[src/rtl/uart_pkg.sv]
// Shared constants and FSM state types for the UART echo block.
package uart_pkg;

  localparam int unsigned BAUD_CNT   = 56;
  localparam int unsigned BIT_SAMPLE = BAUD_CNT / 2;
  localparam int unsigned DATA_BITS  = 8;

  typedef enum logic [1:0] {
    RxIdle,
    RxStart,
    RxData,
    RxStop
  } rx_state_e;

  typedef enum logic [1:0] {
    TxIdle,
    TxStart,
    TxData,
    TxStop
  } tx_state_e;

endpackage

[src/rtl/uart_loopback_if.sv]
// Serial line pair of the echo block; master is the remote end, slave is the echo block.
interface uart_loopback_if;

  logic rs232_rx;
  logic rs232_tx;

  modport master (
    output rs232_rx,
    input  rs232_tx
  );

  modport slave (
    input  rs232_rx,
    output rs232_tx
  );

endinterface

[src/rtl/sync_fifo.sv]
// Small byte FIFO between receiver and transmitter; pushes into a full FIFO are dropped
// unless a pop frees a slot in the same cycle.
module sync_fifo #(
  parameter int unsigned Width = 8,
  parameter int unsigned Depth = 4
) (
  input  logic             sclk,
  input  logic             s_rst_n,
  input  logic             wr_en_i,
  input  logic [Width-1:0] wr_data_i,
  input  logic             rd_en_i,
  output logic [Width-1:0] rd_data_o,
  output logic             empty_o
);

  localparam int unsigned AddrW = $clog2(Depth);

  logic [Width-1:0] mem_q [Depth];
  logic [AddrW-1:0] wptr_q, rptr_q;
  logic [AddrW:0]   count_q;
  logic             full, push, pop;

  // Push/pop qualification; a full FIFO is never empty, so a valid pop always frees a slot.
  always_comb begin
    full    = (count_q == (AddrW + 1)'(Depth));
    empty_o = (count_q == '0);
    pop     = rd_en_i && !empty_o;
    push    = wr_en_i && (!full || pop);
    rd_data_o = mem_q[rptr_q];
  end

  // Storage array, written only on an accepted push.
  always_ff @(posedge sclk) begin
    if (push) begin
      mem_q[wptr_q] <= wr_data_i;
    end
  end

  // Pointers wrap naturally at the power-of-two depth.
  always_ff @(posedge sclk) begin
    if (s_rst_n) begin
      wptr_q  <= '0;
      rptr_q  <= '0;
      count_q <= '0;
    end else begin
      if (push) wptr_q <= wptr_q + AddrW'(1);
      if (pop)  rptr_q <= rptr_q + AddrW'(1);
      unique case ({push, pop})
        2'b10:   count_q <= count_q + (AddrW + 1)'(1);
        2'b01:   count_q <= count_q - (AddrW + 1)'(1);
        default: count_q <= count_q;
      endcase
    end
  end

endmodule

[src/rtl/uart_rx.sv]
// 8N1 receiver: synchronizes the line, detects a start edge, samples each bit mid-period.
module uart_rx import uart_pkg::*; #(
  parameter int unsigned BaudCnt = BAUD_CNT
) (
  input  logic                 sclk,
  input  logic                 s_rst_n,
  input  logic                 rx_i,
  output logic                 rx_done_o,
  output logic [DATA_BITS-1:0] rx_data_o
);

  localparam int unsigned CntW = $clog2(BaudCnt);
  localparam logic [CntW-1:0] CntLast = CntW'(BaudCnt - 1);
  localparam logic [CntW-1:0] CntMid  = CntW'(BaudCnt / 2);
  localparam logic [2:0]      BitLast = 3'(DATA_BITS - 1);

  rx_state_e            state_q, state_d;
  logic                 rx_meta_q, rx_sync_q, rx_prev_q;
  logic [CntW-1:0]      cnt_q;
  logic [2:0]           bit_q;
  logic [DATA_BITS-1:0] shift_q;
  logic                 fall, bit_mid, bit_end;

  assign fall    = rx_prev_q && !rx_sync_q;
  assign bit_mid = (cnt_q == CntMid);
  assign bit_end = (cnt_q == CntLast);

  // Two-flop synchronizer plus one history flop for edge detection; resets to idle-high.
  always_ff @(posedge sclk) begin
    if (s_rst_n) begin
      rx_meta_q <= 1'b1;
      rx_sync_q <= 1'b1;
      rx_prev_q <= 1'b1;
    end else begin
      rx_meta_q <= rx_i;
      rx_sync_q <= rx_meta_q;
      rx_prev_q <= rx_sync_q;
    end
  end

  // State register.
  always_ff @(posedge sclk) begin
    if (s_rst_n) state_q <= RxIdle;
    else         state_q <= state_d;
  end

  // Next-state logic; a high line at mid-start is a glitch, stop returns to idle at mid-bit.
  always_comb begin
    state_d = state_q;
    unique case (state_q)
      RxIdle:  if (fall) state_d = RxStart;
      RxStart: begin
        if (bit_mid && rx_sync_q) state_d = RxIdle;
        else if (bit_end)         state_d = RxData;
      end
      RxData:  if (bit_end && bit_q == BitLast) state_d = RxStop;
      RxStop:  if (bit_mid) state_d = RxIdle;
      default: state_d = RxIdle;
    endcase
  end

  // Bit timing counter, bit index and LSB-first shift register.
  always_ff @(posedge sclk) begin
    if (s_rst_n) begin
      cnt_q   <= '0;
      bit_q   <= '0;
      shift_q <= '0;
    end else begin
      if (state_q == RxIdle || state_d == RxIdle || bit_end) cnt_q <= '0;
      else                                                   cnt_q <= cnt_q + CntW'(1);
      if (state_q != RxData) bit_q <= '0;
      else if (bit_end)      bit_q <= bit_q + 3'd1;
      if (state_q == RxData && bit_mid) shift_q <= {rx_sync_q, shift_q[DATA_BITS-1:1]};
    end
  end

  // Byte is valid only when the stop bit samples high.
  always_comb begin
    rx_done_o = (state_q == RxStop) && bit_mid && rx_sync_q;
    rx_data_o = shift_q;
  end

endmodule

[src/rtl/uart_tx.sv]
// 8N1 transmitter: pops one byte from the FIFO and serializes it from a registered output.
module uart_tx import uart_pkg::*; #(
  parameter int unsigned BaudCnt = BAUD_CNT
) (
  input  logic                 sclk,
  input  logic                 s_rst_n,
  input  logic                 fifo_empty_i,
  input  logic [DATA_BITS-1:0] fifo_data_i,
  output logic                 fifo_pop_o,
  output logic                 tx_o
);

  localparam int unsigned CntW = $clog2(BaudCnt);
  localparam logic [CntW-1:0] CntLast = CntW'(BaudCnt - 1);
  localparam logic [2:0]      BitLast = 3'(DATA_BITS - 1);

  tx_state_e            state_q, state_d;
  logic [CntW-1:0]      cnt_q;
  logic [2:0]           bit_q, bit_d;
  logic [DATA_BITS-1:0] data_q;
  logic                 tx_q, tx_d;
  logic                 bit_end;

  assign bit_end = (cnt_q == CntLast);
  assign tx_o    = tx_q;

  // State register.
  always_ff @(posedge sclk) begin
    if (s_rst_n) state_q <= TxIdle;
    else         state_q <= state_d;
  end

  // Next-state logic; the end of a stop bit chains straight into the next start if data waits.
  always_comb begin
    state_d = state_q;
    unique case (state_q)
      TxIdle:  if (!fifo_empty_i) state_d = TxStart;
      TxStart: if (bit_end) state_d = TxData;
      TxData:  if (bit_end && bit_q == BitLast) state_d = TxStop;
      TxStop:  if (bit_end) state_d = fifo_empty_i ? TxIdle : TxStart;
      default: state_d = TxIdle;
    endcase
  end

  // Outputs: pop request and the next line level, which is registered so the line never glitches.
  always_comb begin
    fifo_pop_o = !fifo_empty_i && (state_q == TxIdle || (state_q == TxStop && bit_end));
    bit_d = bit_q;
    if (state_q != TxData) bit_d = '0;
    else if (bit_end)      bit_d = bit_q + 3'd1;
    unique case (state_d)
      TxStart: tx_d = 1'b0;
      TxData:  tx_d = data_q[bit_d];
      default: tx_d = 1'b1;
    endcase
  end

  // Bit timing counter, bit index, byte latch and line register.
  always_ff @(posedge sclk) begin
    if (s_rst_n) begin
      cnt_q  <= '0;
      bit_q  <= '0;
      data_q <= '0;
      tx_q   <= 1'b1;
    end else begin
      if (state_q == TxIdle || bit_end) cnt_q <= '0;
      else                              cnt_q <= cnt_q + CntW'(1);
      bit_q <= bit_d;
      if (fifo_pop_o) data_q <= fifo_data_i;
      tx_q <= tx_d;
    end
  end

endmodule

[src/rtl/uart_loopback_top.sv]
// UART echo: every valid received byte is buffered and retransmitted unchanged.
module uart_loopback_top #(
  parameter int unsigned BAUD_CNT   = uart_pkg::BAUD_CNT,
  parameter int unsigned FIFO_DEPTH = 4
) (
  input  logic            sclk,
  input  logic            s_rst_n,
  uart_loopback_if.slave  serial
);

  import uart_pkg::*;

  logic                 rx_done;
  logic [DATA_BITS-1:0] rx_data;
  logic [DATA_BITS-1:0] fifo_rdata;
  logic                 fifo_empty;
  logic                 fifo_pop;
  logic                 tx_line;

  assign serial.rs232_tx = tx_line;

  uart_rx #(
    .BaudCnt (BAUD_CNT)
  ) u_rx (
    .sclk      (sclk),
    .s_rst_n   (s_rst_n),
    .rx_i      (serial.rs232_rx),
    .rx_done_o (rx_done),
    .rx_data_o (rx_data)
  );

  sync_fifo #(
    .Width (DATA_BITS),
    .Depth (FIFO_DEPTH)
  ) u_fifo (
    .sclk      (sclk),
    .s_rst_n   (s_rst_n),
    .wr_en_i   (rx_done),
    .wr_data_i (rx_data),
    .rd_en_i   (fifo_pop),
    .rd_data_o (fifo_rdata),
    .empty_o   (fifo_empty)
  );

  uart_tx #(
    .BaudCnt (BAUD_CNT)
  ) u_tx (
    .sclk         (sclk),
    .s_rst_n      (s_rst_n),
    .fifo_empty_i (fifo_empty),
    .fifo_data_i  (fifo_rdata),
    .fifo_pop_o   (fifo_pop),
    .tx_o         (tx_line)
  );

endmodule

[src/flat_wrapper.sv]
// flat-port wrapper written by rule: the top's interface ports become plain ports
module uart_loopback_top_flat import uart_pkg::*;
#(
  parameter int unsigned BAUD_CNT   = uart_pkg::BAUD_CNT,
  parameter int unsigned FIFO_DEPTH = 4
)
  (sclk, s_rst_n, serial_rs232_rx, serial_rs232_tx);
  uart_loopback_if serial_i ();
  input  logic sclk;
  input  logic s_rst_n;
  input wire logic [$bits(serial_i.rs232_rx)-1:0] serial_rs232_rx;
  output wire logic [$bits(serial_i.rs232_tx)-1:0] serial_rs232_tx;
  assign serial_i.rs232_rx = serial_rs232_rx;
  assign serial_rs232_tx = serial_i.rs232_tx;
  uart_loopback_top #(.BAUD_CNT(BAUD_CNT), .FIFO_DEPTH(FIFO_DEPTH)) u_core (.sclk(sclk), .s_rst_n(s_rst_n), .serial(serial_i));
endmodule
[config.mk]
export PLATFORM = sky130hd
export DESIGN_NAME = uart_loopback_top_flat
export DESIGN_NICKNAME = d
export VERILOG_FILES = /design/src/rtl/uart_pkg.sv /design/src/rtl/uart_loopback_if.sv /design/src/rtl/sync_fifo.sv /design/src/rtl/uart_rx.sv /design/src/rtl/uart_tx.sv /design/src/rtl/uart_loopback_top.sv /design/src/flat_wrapper.sv
export SDC_FILE = /design/constraint.sdc
export NUM_CORES = 1
export LEC_CHECK = 0
export CAP_MARGIN = 20
export CORE_MARGIN = 2
export CORE_UTILIZATION = 40
export DETAILED_ROUTE_END_ITERATION = 8
export HOLD_SLACK_MARGIN = 0.08
export PLACE_DENSITY = 0.58
export SLEW_MARGIN = 20
export SYNTH_ARGS = -nofsm -noshare
export SYNTH_HDL_FRONTEND = slang
export SYNTH_SLANG_ARGS = --single-unit
[constraint.sdc]
create_clock -name sclk -period 2.05 [get_ports sclk]
set_input_delay 0.41 -clock sclk [delete_from_list [all_inputs] [get_ports sclk]]
set_output_delay 0.41 -clock sclk [all_outputs]
set_load 0.02 [all_outputs]
After elaboration in Yosys (flattened, before gate mapping)
Memory sizes are Yosys's and may differ from the RTL's. A register that Yosys moved wholly into a read port is not among the register bits. Cells that the tools add are included.

Register bits after elaboration: 41. Latch bits: 0. Memory bits (writable): 32. ROM bits: 0. Bits of input ports: 3. Output and inout bits: 1. Word-level logic and storage cells: 89. Memories: 1.

$add $sub $neg: 8. Multipliers: 0. Div/mod/pow operators: 0. $lt $le $gt $ge: 1. Eq/ne operators: 18. Shifts and indexed selects: 0. Multiplexer cells: 20. Bitwise gates (word level): 0. Reduce and logical (&&, ||, !) cells: 27.

Memories: u_core.u_fifo.mem_q (depth 4, bits a word 8, read ports 1, clocked after memory_dff 1, wr ports 1, line sync_fifo.sv:18) `logic [Width-1:0] mem_q [Depth];`.

Operators by type and width (count): $mux 2 (9); $pmux 2 s4 (2); $add 6x1->6 const B (2); $eq 2x2->1 const B (6); $eq 6x6->1 const B (2); $logic_and 1x1->1 (11); $add 3x1->3 const B (3); $eq 3x3->1 const B (3); $eq 2x1->1 const B (4); $eq 6x5->1 const B (1); $logic_not 2->1 (3); $mux 3 (2); $pmux 3 s2 (1); $reduce_or 2->1 (3); $logic_or 1x1->1 (5); $add 2x1->2 const B (2); $lt 3x4->1 const B (1); $mux 1 (4); $ne 2x2->1 const B (2); $bmux 1 s3 (1); $logic_not 1->1 (3); $logic_not 3->1 (1); $sub 3x1->3 const B (1); $pmux 1 s2 (1); $reduce_bool 2->1 (1).

Depth between registers and ports, before layout
Gate-level depths: netlist of run 1.

Depth after elaboration: 9. Depth in mapped cells: 9. Gate-level depth less buffers: 9.

Modules after synthesis
Synthesis of run 1 repeated with hierarchy kept, for this count alone.

Cell total of the unflattened synthesis: 291. Area, all modules: 3524.6 sq um.

Modules (own cells, without submodules): sync_fifo (instances 1, cells each 99, area each 1682.9 sq um, sequential area each 1141.1 sq um); uart_tx (instances 1, cells each 99, area each 922.1 sq um, sequential area each 400.4 sq um); uart_rx (instances 1, cells each 93, area each 919.6 sq um, sequential area each 440.4 sq um).

Worst setup path after synthesis of run 1
OpenSTA, ideal clock, no wires.

Kind: register to register. From: register u_core.u_tx.cnt_q[0]. To: register u_core.u_fifo.count_q[2]. Library setup time: 0.128 ns. Data arrival time: 1.915 ns. Required time: 1.922 ns. Setup slack: 0.008 ns. Cell stages (with the launch flop): 10. Period minus slack after synthesis: 2.042 ns. Path through: dfxtp_1 ha_1 and4b_2 a21oi_1 nor2_1 o21ai_0 fa_1 mux2i_1 xnor2_1 nor2_1.

Cells in the longest elaborated chain, start to end: 9.

Ends and longest elaborated chain: start: declaration (line uart_tx.sv:18) `logic [CntW-1:0] cnt_q;`; start signal: assignment (line uart_tx.sv:67) `else cnt_q <= cnt_q + CntW'(1);`; $eq 6x6->1 * (line uart_tx.sv:24) `assign bit_end = (cnt_q == CntLast);`; $logic_and 1x1->1 * (line uart_tx.sv:47) `fifo_pop_o = !fifo_empty_i && (state_q == TxIdle || (state_q == TxStop && bit_end));`; $logic_or 1x1->1 * (line uart_tx.sv:47); $logic_and 1x1->1 * (line uart_tx.sv:47); $logic_and 1x1->1 * (line sync_fifo.sv:27) `pop = rd_en_i && !empty_o;`; $logic_or 1x1->1 (line sync_fifo.sv:28) `push = wr_en_i && (!full || pop);`; $logic_and 1x1->1 (line sync_fifo.sv:28); $eq 2x1->1 / $eq 2x2->1 (equally long branches) (line sync_fifo.sv:48) `unique case ({push, pop})`; $pmux 3 s2 / $reduce_bool 2->1 (equally long branches); end signal: assignment (line sync_fifo.sv:49) `2'b10: count_q <= count_q + (AddrW + 1)'(1);`; end signal: assignment (line sync_fifo.sv:50) `2'b01: count_q <= count_q - (AddrW + 1)'(1);`; end signal: assignment (line sync_fifo.sv:51) `default: count_q <= count_q;`; end: declaration (line sync_fifo.sv:20) `logic [AddrW:0] count_q;`.

Every way passes the cells marked *; elsewhere a longest branch is shown, timed or not. A chain may end at the register's enable or synchronous reset.

Worst setup path in the final report of run 1
From: register u_core.u_tx.cnt_q[1]. To: memory u_core.u_fifo.mem_q[1][4], enable pin.

Cells in the longest elaborated chain, start to end: 9.

Ends and longest elaborated chain: $eq 6x6->1 (line uart_tx.sv:24); $logic_and 1x1->1 (line uart_tx.sv:47); $logic_or 1x1->1 (line uart_tx.sv:47); $logic_and 1x1->1 (line uart_tx.sv:47); $logic_and 1x1->1 (line sync_fifo.sv:27); $logic_or 1x1->1 (line sync_fifo.sv:28); $logic_and 1x1->1 (line sync_fifo.sv:28); $mux 1 (line sync_fifo.sv:34) `if (push) begin`; $mux 1 (implied by the code) (line sync_fifo.sv:35) `mem_q[wptr_q] <= wr_data_i;`; end: declaration (line sync_fifo.sv:18).

No other way between the ends.

==> results.yml, run 1 <==
placed_design:
  hpwl_mm: 3.96
  post_dp_cell_area_um2: 3660
  numPortBuffers: 3
  dpl.cell_count: 401
  place_congestion: 0.757
power_and_ir_drop:
  peakVddDrop_mv: 0.291
  combPwrFrac_pct: 18.9
  power.switching_mw: 1.05
  pwr-share-seq_pct: 49.8
  sw_frac_of_total_pct: 27.7
  power.internal_mw: 2.74
  cellPowerDensity_nw_per_um2: 946
  clkPwrFrac_pct: 31.4
  leakage_nw: 1.49
sta:
  fin_setup_tns_ps: 0
  clock_skew_ps: 11.0
  drv_slew: 0
  period_share_pct: 97.4
  period_needed_ps: 2000
  finalHoldViolCount: 0
  holdWs_ps: 411
  grt_setup_unrepaired: "true"
  max-slew-margin-rel_pct: 67.7
  worst_pin_slew_ps: 483
  timing.fmax_mhz: 501
  setup_viol: 0
die:
  io_pins: 4
  fp-row-count: 33
  die-area_um2: 9190
  die_w_um: 95.9
  start_util_pct: 41.1
  die_h_um: 95.9
  coreArea_um2: 8220
layout:
  nNetsFinal: 327
  final_cells: 422
  fin_util_pct: 48.7
  drive_gt1_share_pct: 24.9
  design_area_um2: 4000
  syn_to_final_growth_pct: 18.6
  num_antenna_cells: 0
critical_path:
  endpoint_kind: "register"
  worstPathRequired_ps: 2130
  critical_path_class: "reg2reg"
  start_kind: "register"
  crit_arrival_ps: 2070
  cp_max_fo: 6
yosys:
  netlist.area_leader.share_pct: 29.1
  yosysTopAreaCell: "dfxtp_1"
  yosysWarnings: 0
  synth_ff_type: "dfxtp_1"
  synthArstFlopShare_pct: 0
  yosysUniqueCellTypes: 44
  synth-seq-cells: 81
  synth_nets: 298
  synth_edf_count: 32
  yosysMostFrequentCell: "dfxtp_1"
  synth.yosys.seq_area_share_pct: 57.5
  synth_top_cells_by_count: "49 x dfxtp_1, 48 x nor2_1, 32 x edfxtp_1"
  synth_area_um2: 3370
  avgSynthCellArea_um2: 11.9
  synthTopCellsByArea: "dfxtp_1 29%, edfxtp_1 28%, mux2i_1 5.9%, mux4_2 5.3%, nor2_1 5.3%"
  synthCells: 283
routing:
  drt_iter0_markers: 76
  ant_nets: 0
  via_count: 2102
  drc_errors: 0
  wl_per_cell_um: 13.9
  wl_mm: 5.85
  detail_route.first_pass.iterations: 4
  viasPerCell: 4.98
min_path:
  hold_class: "reg2reg"
cts:
  clk_latency_ps: 360
  htreeDepth: 3
  cts_buffer_depth: 2
  ctsHoldBuffers: 0
  cts_sinks: 81
  clk_pin_slew_worst_paths_ps: 90
  clockRootBuffer: "clkbuf_8"
  numCtsBuffers: 9
  tritoncts: "done"
global_route:
  grt.overflow.total: 0
  grt_pass1_vias: 2056
  antenna_found_initial: 0
  grt_first_pass_wirelength_mm: 9.80
  grt_max_degree: 21
  grt_util_all_layers_pct: 14.3
run_status:
  status: "complete, no violations"
run:
  cap_violations: 0
## per-layer routing
metal,vias up,wire length [µm],global-route usage (%)
li1,1060,-,-
met1,1011,2880,18.8
met2,22,2690,21.9
met3,9,164,3.05
met4,0,104,7.86
met5,-,0,0
## worst max-delay path, cell delays in order (launching register included)
cell and delay (ps):
dfxtp_2 360, ha_4 140, and4b_2 320, nand4_4 140, a311oi_4 290, buf_6 160, and2_1 150, buf_4 150
## cell type report
cell class | count | area, µm²
clock buffer | 9 | 124
clock inverter | 7 | 77.6
fill | 736 | 4210
inverter | 10 | 37.5
multi-input combinational | 180 | 1440
sequential | 81 | 1950
tap | 105 | 131
timing repair buffer | 30 | 249
## stage by stage
| stage | total power [mW] | setup WS [ps] |
|---|---|---|
| global route | 3.99 | -26.5 |
| CTS | 3.79 | 18.1 |
| global placement | 2.52 | -19.6 |
| finish | 3.79 | 52.8 |
| floorplan | 2.36 | 7.92 |
| detailed placement | 2.54 | -134 |
## worst paths after layout
path                               startpoint                                   to  slack [ps]  depth (start not counted)
max reg2reg   u_core.u_tx.cnt_q[1]$_SDFF_PP0_  u_core.u_fifo.mem_q[1][4]$_DFFE_PP_          50                          7
min reg2reg  u_core.u_rx.rx_meta_q$_SDFF_PP1_     u_core.u_rx.rx_sync_q$_SDFF_PP1_         410                          1
max           u_core.u_tx.cnt_q[1]$_SDFF_PP0_  u_core.u_fifo.mem_q[1][4]$_DFFE_PP_          50                          7
min          u_core.u_rx.rx_meta_q$_SDFF_PP1_     u_core.u_rx.rx_sync_q$_SDFF_PP1_         410                          1
## power by group through the flow
stage | clock network (mW) | registers, mW | logic [mW]
after global placement | 0 | 1.91 | 0.612
after floorplan | 0 | 1.88 | 0.482
after CTS | 1.23 | 1.87 | 0.687
final | 1.19 | 1.88 | 0.714
after detailed placement | 0 | 1.91 | 0.629
after global routing | 1.30 | 1.90 | 0.790
## layout by cell type (no fill, tap or decap), types with 3 or more instances in the layout
cell type        synthesis  final
dfxtp_2                  0      3
edfxtp_1                32     32
clkdlybuf4s50_1          0      3
ha_1                    11     10
nand3_1                  6      6
inv_1                   10     10
o21ai_0                  4      3
inv_6                    0      3
mux2i_1                 20     20
clkbuf_8                 0      9
nor3_1                   4      3
xnor2_1                 10     10
and2_1                   6      4
or2_2                    3      3
buf_4                    0     25
nand2_1                 11     10
o21ai_2                  1      4
mux4_2                   8      8
xor2_1                   5      5
a211oi_1                 6      5
a21oi_1                  7      6
nor2_1                  48     47
dfxtp_1                 49     46
## state kept, by name, indices dropped and copies added (netlist names)
name                   count
u_core.u_fifo.count_q      3
u_core.u_fifo.mem_q       32
u_core.u_fifo.rptr_q       2
u_core.u_fifo.wptr_q       2
u_core.u_rx.bit_q          3
u_core.u_rx.cnt_q          6
u_core.u_rx.rx_data_o      8
u_core.u_rx.rx_meta_q      1
u_core.u_rx.rx_prev_q      1
u_core.u_rx.rx_sync_q      1
u_core.u_rx.state_q        2
u_core.u_tx.bit_q          3
u_core.u_tx.cnt_q          6
u_core.u_tx.data_q         8
u_core.u_tx.state_q        2
u_core.u_tx.tx_o           1
## timing repair
action	CTS	global route
pin swaps	3	6
setup endpoints to repair	34	37
resized for setup	6	20
gates cloned	0	0
hold endpoints to repair	0	0
buffers inserted	4	1
## cell families after synthesis
| group | share of synthesized area, % |
|---|---|
| DFF | 57.5 |
| buffers and inverters | 2.56 |
| and+or+nand+nor | 13.8 |
| muxes | 11.3 |
| xor gates and xnor gates | 3.89 |
| AOI/OAI and AO/OA | 6.27 |
| adders and majority gates | 4.67 |
No activity file was read; power rests on OpenSTA's default activity.
==> run 2: changes to the inputs <==
==> constraint.sdc (replaced) <==
create_clock -name sclk -period 2.05 [get_ports sclk]
set_input_delay 0.205 -clock sclk [delete_from_list [all_inputs] [get_ports sclk]]
set_output_delay 0.205 -clock sclk [all_outputs]
set_load 0.02 [all_outputs]
==> results of run 2 <==
Same layout as run 1: the final DEF is identical, and so are final timing and power.
==> run 3: changes to the inputs <==
--- a/config.mk
+++ b/config.mk
@@ -13,2 +13,3 @@
 export PLACE_DENSITY = 0.58
+export SETUP_SLACK_MARGIN = 0.02
 export SLEW_MARGIN = 20
==> constraint.sdc (replaced) <==
create_clock -name sclk -period 2.05 [get_ports sclk]
set_input_delay 0.3075 -clock sclk [delete_from_list [all_inputs] [get_ports sclk]]
set_output_delay 0.3075 -clock sclk [all_outputs]
set_load 0.02 [all_outputs]
==> run 3 against run 2 <==
Worst hold slack improved by 11 ps; non-clock buffer count fell by 2; count of clock-buffer cells in the layout is the same; setup slack improved by 34 ps; routed wire length fell by 5.0%; sequential power about the same; global-route usage fell by 0.33 points; critical path depth shrank 1; flip-flop and latch count unchanged; register-to-register slack gained 30 ps; first-iteration DRC count grew 17%; sequential share of layout area up 0.47 points; critical path type unchanged; largest power group unchanged.
==> results.yml, run 3 (same netlist as run 1, synthesis figures left out) <==
die:
  die_w_um: 95.9
  start_util_pct: 41.1
  io_pins: 4
  coreArea_um2: 8220
  die-area_um2: 9190
  fp-row-count: 33
  die_h_um: 95.9
sta:
  clock_skew_ps: 12.3
  timing.fmax_mhz: 509
  setup_viol: 0
  holdWs_ps: 422
  drv_slew: 0
  grt_setup_unrepaired: "true"
  final.setup.worst_slack_ps: 86.4
  period_share_pct: 95.8
  period_needed_ps: 1960
  worst_pin_slew_ps: 537
  max-slew-margin-rel_pct: 64.2
  finalHoldViolCount: 0
critical_path:
  max_stage_delay_ps: 370
  cp_max_fo: 8
  critical_path_class: "reg2reg"
  cp_num_buf_inv: 1
  start_kind: "register"
  crit_arrival_ps: 2040
  cpMaxStageDelayCell: "dfxtp_2"
  endpoint_kind: "register"
  worstPathRequired_ps: 2130
  cp_top_family: "simple AND/OR/NAND/NOR gates"
  crit_path_cell_trace: "ha_4, and4b_2, nand4_2, a311oi_4, and2_1, buf_12"
global_route:
  antenna_found_initial: 0
  use_met2_pct: 20.2
  grt_first_pass_wirelength_mm: 9.49
  grt_util_all_layers_pct: 13.9
  top_usage_layer: "met2"
  grt.overflow.total: 0
  use_met1_pct: 18.9
  grt_max_degree: 17
  grt_pass1_vias: 1967
  grt_use_met3_pct: 3.99
layout:
  drive_gt1_share_pct: 22.5
  multi_input_area_um2: 1400
  nNetsFinal: 325
  num_antenna_cells: 0
  syn_to_final_growth_pct: 17.4
  largest_reg_flops: 32
  final_cells: 420
  final_cell_mix: "47 x nor2_1, 47 x dfxtp_1, 32 x edfxtp_1"
  regArea_um2: 1940
  largest-register: "u_core.u_fifo.mem_q"
  fillers: 747
  design_area_um2: 3960
cts:
  ctsHoldBuffers: 0
  cts_sinks: 81
  tritoncts: "done"
  clk_pin_slew_worst_paths_ps: 90
  cts_buffer_depth: 2
  numCtsBuffers: 9
  clk_latency_ps: 360
  htreeDepth: 3
  clockRootBuffer: "clkbuf_8"
run:
  cap_violations: 0
routing:
  detail_route.first_pass.iterations: 4
  drc_errors: 0
  ant_nets: 0
  viasPerCell: 4.91
  drt_iter0_markers: 89
  wl_mm: 5.55
  via_count: 2064
  wl_per_cell_um: 13.2
power_and_ir_drop:
  combPwrFrac_pct: 18.5
  pwr-share-seq_pct: 52.0
  sw_frac_of_total_pct: 28.3
  power.switching_mw: 1.04
  peakVddDrop_mv: 0.348
  power.internal_mw: 2.62
  clkPwrFrac_pct: 29.5
  leakage_nw: 1.45
  power_mw: 3.66
  cellPowerDensity_nw_per_um2: 923
placed_design:
  numPortBuffers: 3
  hpwl_mm: 3.79
  dpl.cell_count: 399
  post_dp_cell_area_um2: 3690
  place_congestion: 0.763
  preCtsSetupSlack_ps: 8.97
run_status:
  status: "complete, no violations"
min_path:
  hold_class: "reg2reg"
-- run 3: cell count changes in the layout (fill, tap and decap cells not counted), moves of 2 or more --
| cell | change |
|---|---|
| buf_4 | -4 |
| a221oi_2 | -2 |
| a221oi_1 | +2 |
| buf_12 | +3 |
-- run 3: path summary, 6_finish.rpt --
kind / depth (start not counted) / endpoint / slack [ps] / start
worst max-delay path: 6 / u_core.u_fifo.mem_q[1][2]$_DFFE_PP_ / 90 / u_core.u_tx.cnt_q[0]$_SDFF_PP0_
worst min-delay path: 1 / u_core.u_rx.rx_sync_q$_SDFF_PP1_ / 420 / u_core.u_rx.rx_meta_q$_SDFF_PP1_
worst max register to register: 6 / u_core.u_fifo.mem_q[1][2]$_DFFE_PP_ / 90 / u_core.u_tx.cnt_q[0]$_SDFF_PP0_
worst min register to register: 1 / u_core.u_rx.rx_sync_q$_SDFF_PP1_ / 420 / u_core.u_rx.rx_meta_q$_SDFF_PP1_
-- run 3: layer usage --
layer	part of all wire, %	up-vias	wire length (µm)
met5	0	-	0
met4	2.0	0	111
met3	2.5	11	139
met2	45	14	2490
met1	51	980	2810
li1	-	1059	-
-- run 3: power by group through the flow --
stage | Combinational [mW] | Clock (mW) | Sequential (mW)
after floorplan | 0.483 | 0 | 1.88
after global placement | 0.585 | 0 | 1.94
after detailed placement | 0.594 | 0 | 1.93
after CTS | 0.650 | 1.12 | 1.90
after global routing | 0.754 | 1.20 | 1.92
final | 0.676 | 1.08 | 1.90
-- run 3: what timing repair did --
item,CTS,global route
gates resized for setup,3,12
setup buffers,3,2
pin swaps,1,6
setup endpoints to repair,2,39
-- run 3: per-stage QoR --
| step | utilization (%) | TNS, ps |
|---|---|---|
| final | 48.2 | 0 |
| after global routing | 48.2 | -372 |
| after CTS | 47.5 | 0 |
| after detailed placement | 44.9 | 0 |
| after global placement | 44.9 | 0 |
| after floorplan | - | 0 |
-- run 3: cell type report --
| class | instances | area share, % |
|---|---|---|
| sequential | 81 | 49.1 |
| multi-input combinational | 180 | 35.2 |
| timing repair buffer | 28 | 6.76 |
| tap | 105 | 3.32 |
| clock buffer | 9 | 3.13 |
| clock inverter | 7 | 1.55 |
| inverter | 10 | 0.948 |
